File: config.mk
export PLATFORM = sky130hd
export DESIGN_NAME = send_ack_initiator
export DESIGN_NICKNAME = d
export VERILOG_FILES = /design/src/rtl/handshake_pkg.sv /design/src/rtl/sync_fall_detect.sv /design/src/rtl/send_ack_initiator.sv
export SDC_FILE = /design/constraint.sdc
export NUM_CORES = 1
export LEC_CHECK = 0
export ABC_AREA = 0
export BUFFER_PORTS_ARGS = -buffer_cell sky130_fd_sc_hd__buf_2
export CORE_UTILIZATION = 54
export CTS_CLUSTER_DIAMETER = 40
export DETAILED_ROUTE_END_ITERATION = 16
export PLACE_DENSITY = 0.8
export SLEW_MARGIN = 20
export SYNTH_ARGS = -nofsm -noshare
export SYNTH_HDL_FRONTEND = slang
export SYNTH_SLANG_ARGS = --single-unit
File: constraint.sdc
create_clock -name CLK -period 2.72 [get_ports CLK]
set_input_delay 0.408 -clock CLK [delete_from_list [all_inputs] [get_ports CLK]]
set_output_delay 0.408 -clock CLK [all_outputs]
set_load 0.05 [all_outputs]
File: src/rtl/handshake_pkg.sv
// handshake_pkg: state encoding, line levels and counter widths for the Send/Ack handshake
package handshake_pkg;
    typedef enum logic [1:0] {IDLE, SEND, WAIT_ACK, DONE_ST} state_t;
    localparam logic SEND_LEVEL_ACTIVE = 1'b0;
    localparam logic IDLE_LEVEL        = 1'b1;
    localparam int   PCNT_W            = 4;
    localparam int   TCNT_W            = 8;
endpackage

File: src/rtl/sync_fall_detect.sv
// sync_fall_detect: two-flop synchronizer for an idle-high line plus a one-cycle falling-edge pulse
module sync_fall_detect (
    input  logic CLK,
    input  logic RST,
    input  logic async_i,
    output logic sync_o,
    output logic fall_o
);
    logic s1_q, s2_q, s3_q;
    // all flops reset high so releasing reset never looks like an edge
    always_ff @(posedge CLK) begin
        if (RST) begin
            s1_q <= 1'b1;
            s2_q <= 1'b1;
            s3_q <= 1'b1;
        end else begin
            s1_q <= async_i;
            s2_q <= s1_q;
            s3_q <= s2_q;
        end
    end
    assign sync_o = s2_q;
    assign fall_o = ~s2_q & s3_q;
endmodule

File: src/rtl/send_ack_initiator.sv
// send_ack_initiator: on START latches a word, drives a timed active-low Send pulse,
// then waits for the downstream Ack pulse, reporting done, timeout and a transfer count
module send_ack_initiator
    import handshake_pkg::*;
#(
    parameter int DATA_W  = 8,
    parameter int SEND_W  = 2,
    parameter int TIMEOUT = 16
) (
    input  logic              CLK,
    input  logic              RST,
    input  logic              START,
    input  logic [DATA_W-1:0] DATA_IN,
    input  logic              Ack_in,
    output logic              Send_out,
    output logic [DATA_W-1:0] DATA_OUT,
    output logic              BUSY,
    output logic              DONE,
    output logic              TIMEOUT_ERR,
    output logic              SPURIOUS,
    output logic [7:0]        XFER_CNT
);
    localparam logic [PCNT_W-1:0] SEND_LOAD = PCNT_W'(SEND_W);
    localparam logic [TCNT_W-1:0] TOUT_LOAD = TCNT_W'(TIMEOUT);

    state_t              state_q, state_d;
    logic [PCNT_W-1:0]   pcnt_q, pcnt_d;
    logic [TCNT_W-1:0]   tcnt_q, tcnt_d;
    logic                early_q, early_d;
    logic [DATA_W-1:0]   data_q, data_d;
    logic                err_q, err_d;
    logic                spur_q, spur_d;
    logic [7:0]          xfer_q, xfer_d;
    logic                send_q, busy_q, done_q;
    logic                ack_fall, ack_sync_unused;

    sync_fall_detect u_ack_sync (
        .CLK     (CLK),
        .RST     (RST),
        .async_i (Ack_in),
        .sync_o  (ack_sync_unused),
        .fall_o  (ack_fall)
    );

    always_comb begin
        state_d = state_q;
        pcnt_d  = pcnt_q;
        tcnt_d  = tcnt_q;
        early_d = early_q;
        data_d  = data_q;
        err_d   = err_q;
        spur_d  = spur_q;
        case (state_q)
            IDLE: begin
                spur_d = spur_q | ack_fall;
                if (START) begin
                    state_d = SEND;
                    data_d  = DATA_IN;
                    err_d   = 1'b0;
                    pcnt_d  = SEND_LOAD;
                    early_d = 1'b0;
                end
            end
            SEND: begin
                early_d = early_q | ack_fall;
                pcnt_d  = pcnt_q - 1'b1;
                if (pcnt_q == 1) begin
                    state_d = (early_q | ack_fall) ? DONE_ST : WAIT_ACK;
                    tcnt_d  = TOUT_LOAD;
                end
            end
            WAIT_ACK: begin
                // an ack arriving on the last timeout cycle still completes the transfer
                if (ack_fall) begin
                    state_d = DONE_ST;
                end else if (tcnt_q == 1) begin
                    state_d = IDLE;
                    err_d   = 1'b1;
                end else begin
                    tcnt_d = tcnt_q - 1'b1;
                end
            end
            DONE_ST: state_d = IDLE;
            default: state_d = IDLE;
        endcase
        xfer_d = xfer_q + 8'(state_d == DONE_ST);
    end

    always_ff @(posedge CLK) begin
        if (RST) begin
            state_q <= IDLE;
            pcnt_q  <= '0;
            tcnt_q  <= '0;
            early_q <= 1'b0;
            data_q  <= '0;
            err_q   <= 1'b0;
            spur_q  <= 1'b0;
            xfer_q  <= '0;
            send_q  <= IDLE_LEVEL;
            busy_q  <= 1'b0;
            done_q  <= 1'b0;
        end else begin
            state_q <= state_d;
            pcnt_q  <= pcnt_d;
            tcnt_q  <= tcnt_d;
            early_q <= early_d;
            data_q  <= data_d;
            err_q   <= err_d;
            spur_q  <= spur_d;
            xfer_q  <= xfer_d;
            send_q  <= (state_d == SEND) ? SEND_LEVEL_ACTIVE : IDLE_LEVEL;
            busy_q  <= (state_d == SEND) || (state_d == WAIT_ACK);
            done_q  <= state_d == DONE_ST;
        end
    end

    assign Send_out    = send_q;
    assign DATA_OUT    = data_q;
    assign BUSY        = busy_q;
    assign DONE        = done_q;
    assign TIMEOUT_ERR = err_q;
    assign SPURIOUS    = spur_q;
    assign XFER_CNT    = xfer_q;
endmodule

Word-level counts from Yosys, hierarchy flattened. Cells that the tools add are included.

Register bits: 39. Bits of input ports: 12. Output and inout port bits: 21. Logic and storage cells: 61.

Add/sub/neg operators: 3. Equality and inequality tests: 13. Muxes and demuxes: 18. Bitwise logic cells: 4. Reductions and logical operators: 9.

Operator list (count): 8-bit 2-to-1 mux (3); 8-bit one-hot mux with 2 select lines (1); 2-bit != test, second input constant (5); 8-bit by 1-bit adder with 8-bit output (1); 2-bit == test, second input constant (4); 8-bit by 1-bit == test with 1-bit output, second input constant (1); 2-bit 2-to-1 mux (4); 2-bit one-hot mux with 4 select lines (1); 4-bit one-hot mux with 2 select lines (1); 4-bit AND reduction (2); 8-bit by 1-bit subtractor with 8-bit output, second input constant (1); 2-bit nonzero test (3); 1-bit 2-to-1 mux (5); 2-bit by 1-bit == test with 1-bit output, second input constant (2); 4-bit by 1-bit == test with 1-bit output, second input constant (1); 4-bit 2-to-1 mux (1); 1-bit one-hot mux with 2 select lines (2); 2-bit AND reduction (2); 4-bit by 1-bit subtractor with 4-bit output, second input constant (1); 2-bit logical NOT (1); 1-bit bitwise OR (2); 1-bit AND (1); 1-bit logical OR (1); 1-bit NOT (1).

Depth between registers and ports, before layout. Gate-level depths: netlist (run 1).

Depth after elaboration: 8. Gate-level depth with buffers: 12. Mapped depth without buffers: 12.

By module. A second synthesis (run 1) with hierarchy kept.

Cell total of the unflattened synthesis: 183. Area total of the unflattened synthesis: 1629.1 um^2.

Modules (own cells, without submodules): send_ack_initiator (instances 1, cells each 176, area each 1544.0 um^2); sync_fall_detect (instances 1, cells each 7, area each 85.1 um^2).

Worst setup path after synthesis (run 1). OpenSTA, ideal clock, no wires.

Path type: register to register. Start: reg pcnt_q[1]. End: reg xfer_q[4], in the netlist XFER_CNT[4]. Arrival time: 2227 ps. Path slack: 366 ps. Cell stages (with the launch flop): 13. Path buffers: 0. Clock period less this slack: 2354 ps. Cell sequence: dfxtp_1 > inv_1 > ha_1 > or3b_2 > nor3_1 > o21ai_0 > and3_1 > ha_1 > ha_1 > ha_1 > nand3_1 > xor2_1 > nor2_1.

Word-level cells in the longest chain between the ends: 5.

RTL lines: start: declaration (RTL line send_ack_initiator.sv:27) `logic [PCNT_W-1:0] pcnt_q, pcnt_d;`; start signal: assignment (RTL line send_ack_initiator.sv:104) `pcnt_q <= pcnt_d;`; 4-bit by 1-bit == test with 1-bit output (RTL line send_ack_initiator.sv:67) `if (pcnt_q == 1) begin`; 2-bit 2-to-1 mux (RTL line send_ack_initiator.sv:67); 2-bit one-hot mux with 4 select lines (RTL line send_ack_initiator.sv:53) `case (state_q)`; net state_d[0] (RTL line send_ack_initiator.sv:26) `state_t state_q, state_d;`; 2-bit == test (RTL line send_ack_initiator.sv:86) `xfer_d = xfer_q + 8'(state_d == DONE_ST);`; 8-bit by 1-bit adder with 8-bit output (RTL line send_ack_initiator.sv:86); end signal: assignment (RTL line send_ack_initiator.sv:110) `xfer_q <= xfer_d;`; end: declaration (RTL line send_ack_initiator.sv:33) `logic [7:0] xfer_q, xfer_d;`.

The timed path passes the listed nets, and every way through them passes these cells. A chain may end at the register's enable or synchronous reset.

Worst setup path in the final report (run 1).
Start: reg pcnt_q[1]. End: reg xfer_q[7], in the netlist XFER_CNT[7].

The elaborated chain is that of the path after synthesis.

==> results by group, run 1 <==
Setup path
  • Worst reg2reg setup slack: 0.19 ns
  • Sequence of cells on the critical path: inv_1 > ha_1 > or3b_2 > nor3_2 > o21ai_1 > and3_1 > ha_1 > ha_1 > and3_1 > nand3_1 > xor2_1 > nor2_1
  • Req. time, crit path: 2.95 ns
  • CP delay by family, top: simple AND/OR/NAND/NOR gates
  • Most frequent CP cell: ha_1
  • R2R cell count: 12
  • Crit path launch type: flip-flop
  • Critical Path AT: 2.76 ns
  • Bufs and invs on worst path: 1
  • Stages on the worst setup path: 12
  • Crit-path slowest cell: or3b_2
  • Crit-path max cell delay: 0.49 ns
  • Crit. End Element: flip-flop
  • Top fanout value on the critical path: 3
  • Worst Setup Path Type: flip-flop to flip-flop

STA
  • Fin Setup TNS: 0 ns
  • Fmax: 0.396 GHz
  • RSZ-0062 raised after global routing: no
  • Clock skew: 0.00676 ns
  • Fin crit share: 92.9%
  • Tightest Pin Transition: 0.583 ns
  • Final-report max-slew violation count: 0
  • Fin. Hold Viols: 0
  • Slew headroom: 61.1%
  • Final setup viols: 0
  • Minimum clock period: 2.53 ns

Worst hold path
  • Cell count of the worst hold path: 2
  • Hold Path Class: primary input to flip-flop

Yosys
  • Syn_nets: 213
  • Syn avg cell area: 8.88 um^2
  • Synth Register Bits: 39
  • Syn Inst Count: 193
  • Yosys warns: 0
  • EDFF count, synth: 0
  • Ys async rst share: 0%
  • Seq/Total Area, Yosys: 45.6%
  • Post-Syn Area: 1710 um^2
  • Most used DFF post-synth: dfxtp_1
  • Post-synth cell types: 41

Detailed routing
  • Total iterations of the first detailed-routing run: 5
  • Vias post-DR: 1444
  • Routed len/inst: 11.7 um
  • Initial DRC Count: 50
  • Post-DRT Antenna Nets: 0
  • Vias per inst: 5.29
  • Final wirelength: 3200 um
  • # DRC: 0

Global route
  • Vias in the first global route: 1340
  • Largest net degree at the start of global routing: 36
  • Grt ovf: 0
  • GR Util All Layers: 21.3%
  • Global-route wire length before repair: 5490 um
  • Initial antenna violation count: 0

Clock network
  • Worst skew pair latency: 0.35 ns
  • Clock sinks: 39
  • Clk slew on worst S/H paths: 0.11 ns
  • # H-tree levels: 2
  • CTS tree: yes
  • Root Driver: clkbuf_4
  • CTS hold repair buffers: 0
  • CTS buffer count: 5
  • Max clock buf depth: 2

Power and ir drop
  • PnR Total Power: 1.12 mW
  • Pwr Density: 563 nW/um^2
  • Switching power: 341 uW
  • Cell-internal power: 774 uW
  • Switch share: 30.6%
  • Clock share of power: 25.8%
  • Worst vdd ir: 0.358 mV
  • Static leakage: 0.879 nW
  • Combinational share of power: 18.2%
  • Sequential share of power: 56.0%

Floorplanning
  • Chip width: 58.3 um
  • Core Region: 3030 um^2
  • DIE HEIGHT: 58.3 um
  • Num rows: 20
  • I/O pins: 33
  • Die area: 3400 um^2
  • Initial core utilization: 56.6%

Placed design
  • I/O Buffers: 32
  • Gpl congestion: 0.809
  • Hpwl dp: 2300 um
  • Cell area after placement: 1920 um^2

Final layout
  • Commonest non-fill, non-tap cell in the layout: dfxtp_1
  • Final Util: 65.4%
  • Most frequent cells in the layout: dfxtp_1 (39), buf_2 (32), nand2_1 (22)
  • Share of cells above drive strength 1: 23.6%
  • Area Growth Syn to Fin: 15.6%
  • Number of diodes: 0
  • Final nets: 248
  • Final Cell Area: 1980 um^2

Outcome
  • Status: complete, no violations

Run
  • Max_cap viols: 0
[per-layer routing]
| metal | vias up | part of all wire (%) | global-route usage (%) |
|---|---|---|---|
| met3 | 8 | 4.8 | 4.62 |
| met4 | 0 | 1.8 | 11.2 |
| met5 | - | 0 | 0 |
| li1 | 738 | - | - |
| met1 | 661 | 47 | 25.2 |
| met2 | 37 | 46 | 36.3 |
[kinds of logic after synthesis]
kind of cell / count (synthesis) / synth area share, %
flip-flops: 39 / 45.6
buffers and inverters: 14 / 3.07
XOR/XNOR: 6 / 3.07
AO/OA/AOI/OAI: 37 / 13.3
AND/OR/NAND/NOR: 85 / 26.6
multiplexers: 4 / 2.56
adder cells (fa/ha/maj): 8 / 5.84
[synth_stat cells, drive strengths merged, types with 4 or more instances]
cell type  count  share of area [%]
a21oi         16                4.7
clkbuf         6                1.3
dfxtp         39                 46
ha             8                5.8
inv            8                1.8
nand2         22                4.8
nand2b         5                1.8
nand3          6                1.8
nor2          20                4.4
nor2b          7                3.0
nor3           7                2.3
o21ai          7                2.0
xor2           4                2.0
[power by group through the flow]
stage,sequential (mW),combinational (mW),clock [mW]
after detailed placement,0.638,0.202,0
after floorplan,0.679,0.110,0
after global placement,0.636,0.199,0
final,0.625,0.203,0.287
after CTS,0.625,0.203,0.296
after global routing,0.630,0.225,0.317
[per-stage QoR]
stage	setup slack, ns	hold slack [ns]	instances
finish	0.192	0.235	273
global route	0.0172	0.219	273
CTS	0.134	0.221	273
detailed placement	0.165	0.398	265
global placement	0.289	0.392	265
floorplan	0.366	0.389	193
[registers in the layout (all words and copies together), names as in the netlist, 2 cells and up]
register / count
XFER_CNT: 8
tcnt_q: 8
state_q: 2
pcnt_q: 4
DATA_OUT: 8
[repair_timing]
item,CTS,global route
setup buffers,0,0
setup endpoints to repair,0,4
resized for setup,0,2
[worst reg2reg max path: stages (launching register included)]
cell and delay (ns):
dfxtp_1 0.33, inv_1 0.08, ha_1 0.15, or3b_2 0.49, nor3_2 0.13, o21ai_1 0.08
and3_1 0.19, ha_1 0.22, ha_1 0.19, and3_1 0.22, nand3_1 0.11, xor2_1 0.16
nor2_1 0.05
[area by class of cell]
type,instances,area [um^2]
clock inverters,2,12.5
multi-input cells,140,885
inverters,8,30.0
flip-flops and latches,39,781
fillers,272,1050
repair buffers,34,175
well taps,44,55.1
clock buffers,6,41.3
[path summary, 6_finish.rpt]
path                   start                end
max                pcnt_q[1]        XFER_CNT[7]
min                   Ack_in    u_ack_sync.s1_q
max reg2reg        pcnt_q[1]        XFER_CNT[7]
min reg2reg  u_ack_sync.s1_q  u_ack_sync.sync_o
No activity file was read; power rests on OpenSTA's default activity.
==> run 2, diff against run 1 <==
--- a/config.mk
+++ b/config.mk
@@ -10,6 +10,7 @@
 export CORE_UTILIZATION = 54
 export CTS_CLUSTER_DIAMETER = 40
 export DETAILED_ROUTE_END_ITERATION = 16
+export MAX_ROUTING_LAYER = met4
 export PLACE_DENSITY = 0.8
 export SLEW_MARGIN = 20
 export SYNTH_ARGS = -nofsm -noshare
==> results by group, run 2 (synthesized netlist as in run 1, its figures left out) <==
Setup path
  • Top fanout value on the critical path: 3 (unchanged)
  • Crit. End Element: flip-flop (unchanged)
  • Critical Path AT: 2.76 ns (about the same)
  • Crit path launch type: flip-flop (unchanged)
  • Worst Setup Path Type: flip-flop to flip-flop (unchanged)
  • Req. time, crit path: 2.95 ns (about the same)
  • R2R cell count: 12 (unchanged)

Worst hold path
  • Cell count of the worst hold path: 2 (unchanged)
  • Hold Path Class: primary input to flip-flop (unchanged)

Outcome
  • Status: complete, no violations (unchanged)

Detailed routing
  • Post-DRT Antenna Nets: 0 (unchanged)
  • Vias post-DR: 1446 (was 1444)
  • # DRC: 0 (unchanged)
  • Vias per inst: 5.30 (was 5.29)
  • Final wirelength: 3210 um (was 3200 um)
  • Total iterations of the first detailed-routing run: 5 (unchanged)
  • Initial DRC Count: 46 (was 50)
  • Routed len/inst: 11.8 um (was 11.7 um)

Placed design
  • Cell area after placement: 1920 um^2 (unchanged)
  • I/O Buffers: 32 (unchanged)
  • Place WS: 0.165 ns (unchanged)
  • Hpwl dp: 2300 um (unchanged)
  • Gpl congestion: 0.821 (was 0.809)

Global route
  • GR Util All Layers: 22.0% (was 21.3%)
  • Global-route wire length before repair: 5510 um (was 5490 um)
  • Initial antenna violation count: 0 (unchanged)
  • Vias in the first global route: 1337 (was 1340)
  • Largest net degree at the start of global routing: 36 (unchanged)
  • Grt ovf: 0 (unchanged)

Final layout
  • Final nets: 248 (unchanged)
  • Final Util: 65.4% (unchanged)
  • Area Growth Syn to Fin: 15.6% (unchanged)
  • Share of cells above drive strength 1: 23.6% (unchanged)
  • Number of diodes: 0 (unchanged)
  • Fillers: 272 (unchanged)
  • Most frequent cells in the layout: dfxtp_1 (39), buf_2 (32), nand2_1 (22) (unchanged)
  • Final Cell Area: 1980 um^2 (unchanged)
  • Commonest non-fill, non-tap cell in the layout: dfxtp_1 (unchanged)

Floorplanning
  • Core Region: 3030 um^2 (unchanged)
  • I/O pins: 33 (unchanged)
  • Num rows: 20 (unchanged)
  • DIE HEIGHT: 58.3 um (unchanged)
  • Initial core utilization: 56.6% (unchanged)
  • Die area: 3400 um^2 (unchanged)
  • Chip width: 58.3 um (unchanged)

STA
  • RSZ-0062 raised after global routing: no (unchanged)
  • Fin crit share: 93.0% (was 92.9%)
  • Tightest Pin Transition: 0.592 ns (was 0.583 ns)
  • Final setup viols: 0 (unchanged)
  • Slew headroom: 60.5% (was 61.1%)
  • Fmax: 0.395 GHz (was 0.396 GHz)
  • Fin. Hold Viols: 0 (unchanged)
  • Clock skew: 0.00786 ns (was 0.00676 ns)
  • WHS: 0.236 ns (was 0.235 ns)
  • Final-report max-slew violation count: 0 (unchanged)
  • Minimum clock period: 2.53 ns (about the same)
  • Fin Setup TNS: 0 ns (unchanged)
  • Worst setup margin: 0.190 ns (was 0.192 ns)

Clock network
  • # H-tree levels: 2 (unchanged)
  • CTS buffer count: 5 (unchanged)
  • Worst skew pair latency: 0.35 ns (about the same)
  • Clock sinks: 39 (unchanged)
  • Setup bufs post-CTS: 0 (unchanged)
  • Max clock buf depth: 2 (unchanged)
  • Root Driver: clkbuf_4 (unchanged)
  • CTS tree: yes (unchanged)
  • Clk slew on worst S/H paths: 0.12 ns (was 0.11 ns)

Power and ir drop
  • Cell-internal power: 774 uW (unchanged)
  • Combinational share of power: 18.2% (about the same)
  • Static leakage: 0.879 nW (unchanged)
  • Switching power: 342 uW (was 341 uW)
  • Clock share of power: 25.8% (about the same)
  • Sequential share of power: 56.0% (about the same)
  • Switch share: 30.6% (about the same)
  • Worst vdd ir: 0.359 mV (was 0.358 mV)
  • Pwr Density: 564 nW/um^2 (was 563 nW/um^2)

Run
  • Max_cap viols: 0 (unchanged)
[run 2: worst paths after layout]
| path | slack, ns | start | end |
|---|---|---|---|
| worst max-delay path | 0.19 | pcnt_q[1] | XFER_CNT[7] |
| worst min-delay path | 0.24 | Ack_in | u_ack_sync.s1_q |
| worst max register to register | 0.19 | pcnt_q[1] | XFER_CNT[7] |
| worst min register to register | 0.42 | u_ack_sync.s1_q | u_ack_sync.sync_o |
[run 2: per-layer routing]
metal  share of wire, %  vias up  track usage [%]  wire [um]
met2                 46       40             36.3       1480
met5                  0        -                -          0
met4                1.8        0             11.2         59
met3                4.7        8             4.62        152
li1                   -      740                -          -
met1                 47      658             25.3       1520
[run 2: final cells by class]
cell class	count	area, um^2	area share (%)
timing repair buffer	34	175	8.85
clock inverter	2	12.5	0.632
tap	44	55.1	2.78
sequential	39	781	39.4
inverter	8	30.0	1.52
multi-input combinational	140	885	44.7
clock buffer	6	41.3	2.09
[run 2: worst max-delay path, stage by stage, from the launching register on]
cell     delay (ns)
dfxtp_1        0.33
inv_1          0.08
ha_1           0.15
or3b_2         0.49
nor3_2         0.13
o21ai_1        0.08
and3_1         0.19
ha_1           0.21
ha_1           0.19
and3_1         0.22
nand3_1        0.11
xor2_1         0.16
nor2_1         0.05
[run 2: power by group through the flow]
stage	registers (mW)	clock network [mW]	logic [mW]
finish	0.625	0.287	0.203
global route	0.630	0.318	0.225
CTS	0.625	0.296	0.203
detailed placement	0.638	0	0.202
global placement	0.636	0	0.199
floorplan	0.679	0	0.110
[run 2: timing repair]
item	in CTS	in global routing
gates resized for setup	0	2
hold buffers	0	0
endpoints found under the hold margin	0	0
setup endpoints to repair	0	4
[run 2: stage by stage]
step                      instances  total power [mW]
after floorplan                 193             0.789
after global placement          265             0.836
after detailed placement        265             0.840
after CTS                       273              1.12
after global routing            273              1.17
final                           273              1.12
==> run 3, diff against run 2 <==
--- a/config.mk
+++ b/config.mk
@@ -7,12 +7,14 @@
 export LEC_CHECK = 0
 export ABC_AREA = 0
 export BUFFER_PORTS_ARGS = -buffer_cell sky130_fd_sc_hd__buf_2
-export CORE_UTILIZATION = 54
+export CORE_UTILIZATION = 53
 export CTS_CLUSTER_DIAMETER = 40
 export DETAILED_ROUTE_END_ITERATION = 16
 export MAX_ROUTING_LAYER = met4
-export PLACE_DENSITY = 0.8
+export PLACE_DENSITY = 0.79
+export SKIP_LAST_GASP = 1
 export SLEW_MARGIN = 20
 export SYNTH_ARGS = -nofsm -noshare
 export SYNTH_HDL_FRONTEND = slang
+export SYNTH_HIERARCHICAL = 1
 export SYNTH_SLANG_ARGS = --single-unit
==> results by group, run 3 <==
Worst hold path
  • Cell count of the worst hold path: 2 (unchanged)
  • Hold_sp: Ack_in (unchanged)
  • Hold Path Class: primary input to flip-flop (unchanged)

Yosys
  • Seq/Total Area, Yosys: 47.9% (was 45.6%)
  • Syn Inst Count: 183 (was 193)
  • Leading cell types by count after synthesis: dfxtp_1 (39), nor2_1 (23), nand2_1 (19), a21oi_1 (16) (was dfxtp_1 (39), nand2_1 (22), nor2_1 (20), a21oi_1 (16))
  • Simple-gate share of the synthesized area: 23.7% (was 26.6%)
  • Yosys top cell by area: dfxtp_1 (unchanged)
  • Multiplexer share of the synthesized area: 1.38% (was 2.56%)
  • Synth Register Bits: 39 (unchanged)
  • Most common cell in the netlist: dfxtp_1 (unchanged)
  • Synth Area in XOR/XNOR: 5.38% (was 3.07%)
  • Adder-Cell Fraction of Synth Area: 6.14% (was 5.84%)
  • Most used DFF post-synth: dfxtp_1 (unchanged)
  • Yosys warns: 6 (was 0)
  • Ys async rst share: 0% (unchanged)
  • Post-synth cell types: 36 (was 41)
  • Most area-consuming cells after synthesis: dfxtp_1 (48%), ha_1 (6.1%), nor2_1 (5.3%) (was dfxtp_1 (46%), ha_1 (5.8%), nand2_1 (4.8%))
  • Post-Syn Area: 1630 um^2 (was 1710 um^2)
  • Largest family of logic cells by synthesized area: simple AND/OR/NAND/NOR gates (unchanged)
  • EDFF count, synth: 0 (unchanged)
  • Synth top area share: 47.9% (was 45.6%)
  • Complex-gate fraction of the synthesized area: 12.4% (was 13.3%)
  • Syn avg cell area: 8.90 um^2 (was 8.88 um^2)
  • Syn_nets: 203 (was 213)

Setup path
  • Critical Path AT: 2.73 ns (was 2.76 ns)
  • Crit-path slowest cell: dfxtp_1 (was or3b_2)
  • Worst Setup Path Type: flip-flop to flip-flop (unchanged)
  • Worst reg2reg setup slack: 0.21 ns (was 0.19 ns)
  • Crit. Startpoint: tcnt_q[0] (was pcnt_q[1])
  • R2R cell count: 11 (was 12)
  • Reg2Reg Launch Point: tcnt_q[0] (was pcnt_q[1])
  • Sequence of cells on the critical path: ha_1 > or3b_4 > nor3_1 > o21a_1 > inv_1 > ha_1 > ha_1 > and3_1 > nand3_1 > xor2_1 > nor2_1 (was inv_1 > ha_1 > or3b_2 > nor3_2 > o21ai_1 > and3_1 > ha_1 > ha_1 > and3_1 > nand3_1 > xor2_1 > nor2_1)
  • Crit. End Element: flip-flop (unchanged)
  • Top fanout value on the critical path: 7 (was 3)
  • Req. time, crit path: 2.94 ns (was 2.95 ns)
  • Crit path launch type: flip-flop (unchanged)
  • Most frequent CP cell: ha_1 (unchanged)
  • Crit-path max cell delay: 0.43 ns (was 0.49 ns)

Floorplanning
  • Die area: 3300 um^2 (was 3400 um^2)
  • Num rows: 19 (was 20)
  • DIE HEIGHT: 57.4 um (was 58.3 um)
  • Core Region: 2830 um^2 (was 3030 um^2)
  • Initial core utilization: 57.6% (was 56.6%)
  • Chip width: 57.4 um (was 58.3 um)
  • I/O pins: 33 (unchanged)

STA
  • Minimum clock period: 2.51 ns (was 2.53 ns)
  • Slew headroom: 61.4% (was 60.5%)
  • Final-report max-slew violation count: 0 (unchanged)
  • Clock skew: 0.00908 ns (was 0.00786 ns)
  • Fmax: 0.398 GHz (was 0.395 GHz)
  • Fin. Hold Viols: 0 (unchanged)
  • RSZ-0062 raised after global routing: no (unchanged)
  • Tightest Pin Transition: 0.580 ns (was 0.592 ns)
  • Fin Setup TNS: 0 ns (unchanged)
  • Final setup viols: 0 (unchanged)
  • Fin crit share: 92.3% (was 93.0%)
  • Worst setup margin: 0.211 ns (was 0.190 ns)

Placed design
  • Hpwl dp: 2310 um (was 2300 um)
  • I/O Buffers: 32 (unchanged)
  • Placed Instances: 241 (was 265)
  • Gpl congestion: 0.900 (was 0.821)
  • Place WS: 0.175 ns (was 0.165 ns)

Clock network
  • Root Driver: clkbuf_4 (unchanged)
  • CTS hold repair buffers: 0 (unchanged)
  • # H-tree levels: 2 (unchanged)
  • Max clock buf depth: 2 (unchanged)
  • Worst skew pair latency: 0.35 ns (about the same)
  • Clk slew on worst S/H paths: 0.12 ns (about the same)
  • CTS tree: yes (unchanged)
  • Clock sinks: 39 (unchanged)
  • CTS buffer count: 5 (unchanged)
  • Setup bufs post-CTS: 0 (unchanged)

Power and ir drop
  • Switch share: 26.6% (was 30.6%)
  • Switching power: 345 uW (was 342 uW)
  • Clock share of power: 37.2% (was 25.8%)
  • Pwr Density: 671 nW/um^2 (was 564 nW/um^2)
  • Sequential share of power: 48.2% (was 56.0%)
  • Cell-internal power: 952 uW (was 774 uW)
  • Static leakage: 0.839 nW (was 0.879 nW)
  • Combinational share of power: 14.7% (was 18.2%)
  • Worst vdd ir: 0.569 mV (was 0.359 mV)

Final layout
  • Number of diodes: 0 (unchanged)
  • Commonest non-fill, non-tap cell in the layout: dfxtp_1 (unchanged)
  • Most frequent cells in the layout: dfxtp_1 (39), buf_2 (32), nor2_1 (23) (was dfxtp_1 (39), buf_2 (32), nand2_1 (22))
  • Multi-input logic area: 811 um^2 (was 885 um^2)
  • Reg area: 781 um^2 (unchanged)
  • Share of cells above drive strength 1: 22.5% (was 23.6%)
  • Final nets: 237 (was 248)
  • Area Growth Syn to Fin: 18.7% (was 15.6%)
  • Fin cells: 249 (was 273)
  • Fillers: 214 (was 272)

Global route
  • Largest net degree at the start of global routing: 36 (unchanged)
  • Global-route wire length before repair: 5540 um (was 5510 um)
  • Grt ovf: 0 (unchanged)
  • GR Util All Layers: 23.1% (was 22.0%)
  • Initial antenna violation count: 0 (unchanged)
  • Vias in the first global route: 1262 (was 1337)

Detailed routing
  • Routed len/inst: 13.4 um (was 11.8 um)
  • # DRC: 0 (unchanged)
  • Final wirelength: 3330 um (was 3210 um)
  • Post-DRT Antenna Nets: 0 (unchanged)
  • Total iterations of the first detailed-routing run: 4 (was 5)
  • Vias post-DR: 1370 (was 1446)
  • Vias per inst: 5.50 (was 5.30)
  • Initial DRC Count: 36 (was 46)

Outcome
  • Status: complete, no violations (unchanged)

Run
  • Max_cap viols: 0 (unchanged)
## run 3: changes by cell type after synthesis, moves of 2 or more
cell / before / now
xor2_1: 4 / 8
inv_1: 8 / 6
o2111ai_1: 0 / 2
o21ai_0: 7 / 2
or2_2: 3 / 0
a211oi_1: 3 / 1
nand2_1: 22 / 19
or2_1: 0 / 3
nor2_1: 20 / 23
## run 3: layer usage
| metal | vias to the layer above | GRT usage [%] | share of wire [%] |
|---|---|---|---|
| li1 | 687 | - | - |
| met1 | 646 | 28.1 | 46 |
| met2 | 29 | 35.4 | 49 |
| met3 | 8 | 7.03 | 3.6 |
| met4 | 0 | 10.1 | 1.9 |
| met5 | - | - | 0 |
## run 3: layout make-up
| class | count | area share (%) |
|---|---|---|
| flip-flops and latches | 39 | 40.4 |
| inverters | 6 | 1.17 |
| repair buffers | 34 | 9.06 |
| clock buffers | 5 | 1.94 |
| clock inverters | 3 | 3.50 |
| multi-input cells | 131 | 41.9 |
| well taps | 31 | 2.01 |
## run 3: power groups by stage
stage                     combinational, mW  sequential [mW]  clock [mW]
after detailed placement              0.187            0.636           0
final                                 0.190            0.625       0.482
after CTS                             0.189            0.624       0.491
after floorplan                      0.0966            0.678           0
after global placement                0.179            0.634           0
after global routing                  0.207            0.630       0.512
## run 3: path summary, 6_finish.rpt
| check | endpoint |
|---|---|
| max | XFER_CNT[7] |
| min | u_ack_sync/s1_q |
| max reg2reg | XFER_CNT[7] |
| min reg2reg | u_ack_sync/sync_o |
## run 3: worst max-delay path, delay by kind of cell, from the launching register on
kind | cells | cell delay [ns]
xor+xnor | 1 | 0.15
fa+ha+maj | 3 | 0.56
buf+inv | 1 | 0.06
compound gates | 1 | 0.19
flops | 1 | 0.43
simple gates | 5 | 0.98
## run 3: cell families after synthesis
group                      after synthesis
and+or+nand+nor                         79
DFF                                     39
AOI/OAI and AO/OA                       32
buffers and inverters                   13
xor gates and xnor gates                10
adders and majority gates                8
muxes                                    2
## run 3: through the flow
stage                     utilization [%]  instance area, um^2  power [mW]  hold WS (ns)
final                                68.3                 1930        1.30         0.232
after global routing                 68.3                 1930        1.35         0.208
after global placement               64.2                 1820       0.814         0.391
after CTS                            67.9                 1920        1.30         0.217
after detailed placement             64.2                 1820       0.823         0.397
after floorplan                         -                 1630       0.775         0.385
## run 3: timing repair
| action | 4_1_cts | 5_1_grt |
|---|---|---|
| setup endpoints to repair | 0 | 4 |
| endpoints found under the hold margin | 0 | 0 |
| gates resized for setup | 0 | 3 |
